[src/rtl/ripple_carry_adder_64bit_if.sv]
// ripple_carry_adder_64bit_if: operand bus (in1, in2, c_in from master; registered sum, c_out back from slave)
interface ripple_carry_adder_64bit_if;
  logic [63:0] in1;
  logic [63:0] in2;
  logic        c_in;
  logic [63:0] sum;
  logic        c_out;
  modport master (output in1, in2, c_in, input sum, c_out);
  modport slave (input in1, in2, c_in, output sum, c_out);
endinterface

[src/rtl/ripple_carry_adder_64bit.sv]
// ripple_carry_adder_64bit: registered 64-bit ripple adder of sixteen 4-bit blocks; clk, async active-low rst_n, bus slave (in1, in2, c_in -> sum, c_out)
module rca_full_adder (
  input  logic i_a,
  input  logic i_b,
  input  logic i_ci,
  output logic o_s,
  output logic o_co
);
  logic w_p;
  assign w_p  = i_a ^ i_b;
  assign o_s  = w_p ^ i_ci;
  assign o_co = (i_a & i_b) | (i_ci & w_p);
endmodule

module rca_block4 (
  input  logic [3:0] i_a,
  input  logic [3:0] i_b,
  input  logic       i_ci,
  output logic [3:0] o_s,
  output logic       o_co
);
  logic [4:0] w_c;
  assign w_c[0] = i_ci;
  assign o_co   = w_c[4];
  for (genvar i = 0; i < 4; i++) begin : g_fa
    rca_full_adder u_fa (
      .i_a (i_a[i]),
      .i_b (i_b[i]),
      .i_ci(w_c[i]),
      .o_s (o_s[i]),
      .o_co(w_c[i+1])
    );
  end
endmodule

module ripple_carry_adder_64bit (
  input  logic                                clk,
  input  logic                                rst_n,
  ripple_carry_adder_64bit_if.slave           bus
);
  logic [16:0] w_c;
  logic [63:0] w_sum;
  logic [63:0] r_sum;
  logic        r_c_out;
  assign w_c[0] = bus.c_in;
  for (genvar b = 0; b < 16; b++) begin : g_blk
    rca_block4 u_blk (
      .i_a (bus.in1[4*b +: 4]),
      .i_b (bus.in2[4*b +: 4]),
      .i_ci(w_c[b]),
      .o_s (w_sum[4*b +: 4]),
      .o_co(w_c[b+1])
    );
  end
  always_ff @(posedge clk or negedge rst_n) begin
    if (!rst_n) begin
      r_sum   <= '0;
      r_c_out <= 1'b0;
    end else begin
      r_sum   <= w_sum;
      r_c_out <= w_c[16];
    end
  end
  assign bus.sum   = r_sum;
  assign bus.c_out = r_c_out;
endmodule

[src/flat_wrapper.sv]
// flat-port wrapper written by rule: the top's interface ports become plain ports
module ripple_carry_adder_64bit_flat 
  (clk, rst_n, bus_in1, bus_in2, bus_c_in, bus_sum, bus_c_out);
  ripple_carry_adder_64bit_if bus_i ();
  input  logic clk;
  input  logic rst_n;
  input wire logic [$bits(bus_i.in1)-1:0] bus_in1;
  input wire logic [$bits(bus_i.in2)-1:0] bus_in2;
  input wire logic [$bits(bus_i.c_in)-1:0] bus_c_in;
  output wire logic [$bits(bus_i.sum)-1:0] bus_sum;
  output wire logic [$bits(bus_i.c_out)-1:0] bus_c_out;
  assign bus_i.in1 = bus_in1;
  assign bus_i.in2 = bus_in2;
  assign bus_i.c_in = bus_c_in;
  assign bus_sum = bus_i.sum;
  assign bus_c_out = bus_i.c_out;
  ripple_carry_adder_64bit u_core (.clk(clk), .rst_n(rst_n), .bus(bus_i));
endmodule
[config.mk]
export PLATFORM = sky130hd
export DESIGN_NAME = ripple_carry_adder_64bit_flat
export DESIGN_NICKNAME = d
export VERILOG_FILES = /design/src/rtl/ripple_carry_adder_64bit_if.sv /design/src/rtl/ripple_carry_adder_64bit.sv /design/src/flat_wrapper.sv
export SDC_FILE = /design/constraint.sdc
export NUM_CORES = 1
export LEC_CHECK = 0
export CELL_PAD_IN_SITES_DETAIL_PLACEMENT = 1
export CELL_PAD_IN_SITES_GLOBAL_PLACEMENT = 1
export CORE_ASPECT_RATIO = 1.1
export CORE_MARGIN = 1
export CORE_UTILIZATION = 30
export DETAILED_ROUTE_END_ITERATION = 8
export PLACE_DENSITY_LB_ADDON = 0.12
export SETUP_SLACK_MARGIN = 0.05
export SLEW_MARGIN = 20
export SYNTH_ARGS = -nofsm -noshare
export SYNTH_HDL_FRONTEND = slang
export SYNTH_HIERARCHICAL = 1
export SYNTH_SLANG_ARGS = --single-unit
[constraint.sdc]
create_clock -name clk -period 1.6 [get_ports clk]
set_clock_uncertainty 0.15 [all_clocks]
set_input_delay 0.16 -clock clk [delete_from_list [all_inputs] [get_ports clk]]
set_output_delay 0.16 -clock clk [all_outputs]
set_load 0.03 [all_outputs]
==> results.txt <==
Cell repeated most along the worst path: fa_2. In the layout the commonest cells are 126 x clkdlybuf4s50_1, 65 x dlygate4sd2_1, 65 x dfrtp_1, 63 x fa_2, 10 x clkbuf_8. The half-perimeter wire length after placement was 6470 microns; the number of antenna diodes was 0. Cells with a size suffix above 1 make up 23.2% of the layout.

The smallest clock period supported by the final layout is computed as 22750 ps. Using the TritonRoute via totals, the vias-per-cell ratio works out to 4.24. The run gives 30.9% as the effective utilization at floorplan. The routed wire length per instance works out to 16.6 microns.

The kind of end point of the critical path is a flip-flop. The synthesized netlist contains 2 unique library cells. The final reports fail on negative setup slack. The logs give 4 for the iteration count of the initial detailed-routing pass and 1630 sq um for the sequential standard cell area.

For this run, the post-layout net count is 533. For this block, the via count after detailed routing is 1938. After the first detailed-routing iteration, the DRC count stood at 20.

The setup path with the least slack is of type in -> reg. The leakage dissipation was 2.12 nW; the proportion of netlist area held by the largest area contributor was 55.9%. The fmax came out at 0.0440 GHz. The startpoint of the most critical hold path is bus_in1[0].

After synthesis, flip-flops and latches occupy 55.9% of the total area. The period utilization was 1420%. The number of buffer and inverter stages on the critical path came out at 1.

First-pass GRT wire length: 12100 microns. The critical path ends at u_core/bus.sum[63]. The Yosys step of the flow raised 6 warnings.

On the critical path, the stage with the largest delay is an instance of fa_1. Once detail routing completed, the nets flagged for antenna violations numbered 0. The area taken by multi-input logic gates was 1440 sq um. The number of placement rows is 37, and the die extent in x is 95.9 microns. The remaining max-slew budget at the tightest pin is 75.5%.

OpenSTA, run right after detailed placement, puts the worst setup slack at -21930 ps. TritonCTS created 9 clock buffers. The count of endpoints failing hold in the final timing report is 0. The synthesized design spends more area on one cell type than any other, namely dfrtp_1. Cell count after synthesis: 129.

The clock-pin slew on the worst setup and hold paths was 60 ps. The logs give 7590 microns for the total wirelength of the detailed-routed design and -21150 ps for the least setup slack across all paths after layout. Routability-driven placement finished with a final weighted congestion of 0.785. The worst ir drop on vdd is 0.409 mV. The tools report the source of the critical timing path as bus_in1[0]. Setup repair after global routing could not meet its margin everywhere. The number of antenna violations at the first check in global routing is 0, and the maximum fanout count along the critical path is 1.

Dividing the synthesized area by the synthesized cell count gives 22.5 sq um. For the maximum number of pins on one net before global-route repair, the log shows 66. The layout overhead on the synthesized area is 80.9%. The flow ran to the end, but the final reports show violations. On the final layout, the worst hold slack is 194 ps. The number of global-route vias before repair is 2432. Leaving out fill and tap cells, the most frequent cell in the layout is clkdlybuf4s50_1.

At the worst endpoint, the required time is 1660 ps. Global routing used 17.0% of the available tracks. The clock tree synthesis step divided the H-tree into 3 levels.

The synthesized design contains 65 register bits. The layout has 916 filler cells. The die is 105 microns tall. The actual transition at the worst max-transition pin was 368 ps; the CTS sink count was 65. The peak per-stage delay on the critical path was 420 ps.

The total overflow left after global routing is 0. By area the synthesized netlist is led by dfrtp_1 56%, fa_1 44%. The boundary pin count was 196. The number of nets handed over by synthesis was 324. Once the clock tree was built, the setup fixing pass inserted 0 buffers. After detailed routing, the number of remaining DRC violations is 0. In this run the power density over the cells is 982 nW/um^2.

Setup violations remaining at the end of the flow were counted as 62. The tool flagged a number of max-cap violations equal to 0. The tools report the startpoint class of the critical path as an input port.

The die covers 10100 sq um. Cell family with the largest share of critical-path delay: adder cells. The number of pins exceeding their max-slew limit in the final report came out at 0.

The count of cell instances traversed by the critical path works out to 65. The tree is rooted in a clkbuf_8. TritonCTS built the clock tree. In this run the worst hold path is classified as in -> reg. In this run the standard cell core region covers 9400 sq um. The data arrival time of the critical path was 22810 ps; the port buffer count was 195.

The longest clock path from root to sink contains 2 buffers. Cell area after technology mapping: 2910 sq um.
## cell usage after synthesis
| cell type | n |
|---|---|
| dfrtp_1 | 65 |
| fa_1 | 64 |
## sequential cells by signal, indices dropped and copies added (netlist names)
signal            cells
u_core/bus.c_out      1
u_core/bus.sum       64
## worst min path at each step
stage / cells past startpoint / slack, ps / endpoint
4_1_cts: 3 / 180 / u_core/bus.sum[1]
3_3_place_gp: 2 / 60 / u_core/bus.sum[15]
5_1_grt: 3 / 210 / u_core/bus.sum[1]
3_5_place_dp: 2 / 60 / u_core/bus.sum[17]
6_report: 3 / 190 / u_core/bus.sum[1]
2_1_floorplan: 0 / -290 / u_core/bus.c_out
## tightest hold or removal path: cells and delay by family
family                   cells  cell delay, ps
adder cells (fa/ha/maj)      2             410
buffers and inverters        1              70
## layout make-up
| class | count | area share [%] |
|---|---|---|
| Clock inverter | 1 | 0.0952 |
| Multi-Input combinational cell | 64 | 27.4 |
| Tap cell | 117 | 2.78 |
| Clock buffer | 12 | 2.76 |
| Timing Repair Buffer | 198 | 36.1 |
| Sequential cell | 65 | 30.9 |
## timing repair
item | CTS | global route
gates resized for setup | 78 | 0
setup endpoints to repair | 128 | 62
hold buffers | 2 | 0
hold endpoints to repair | 66 | 0
## metal layers
| metal | track usage [%] | wire length, microns | vias to the layer above |
|---|---|---|---|
| met3 | 6.42 | 830 | 17 |
| met1 | 15.1 | 2170 | 999 |
| met4 | 9.17 | 225 | 0 |
| met2 | 31.7 | 4360 | 116 |
| li1 | - | - | 806 |
| met5 | 0 | 0 | - |
## where the power goes
group / internal (mW) / switching [mW]
logic: 0.815 / 1.17
registers: 1.97 / 0.0692
clock network: 0.577 / 0.569
## logic make-up (layout without fill, tap and decap cells)
| family | count (synthesis) | in the layout | share of synthesized area (%) |
|---|---|---|---|
| buffers and inverters | 0 | 211 | 0 |
| adder cells (fa/ha/maj) | 64 | 64 | 44.1 |
| flip-flops | 65 | 65 | 55.9 |
## stage by stage
stage / utilization [%] / TNS [ps] / cells / power, mW / cell area, sq um
3_3_place_gp: 55.1 / -710880 / 442 / 4.26 / 5180
5_1_grt: 56.0 / -690730 / 457 / 5.49 / 5260
3_5_place_dp: 55.1 / -721760 / 442 / 4.35 / 5180
4_1_cts: 56.0 / -676760 / 457 / 5.29 / 5260
6_report: 56.0 / -674650 / 457 / 5.16 / 5260
2_1_floorplan: - / -664260 / 129 / 3.06 / 3070
No activity file was read; power rests on OpenSTA's default activity.
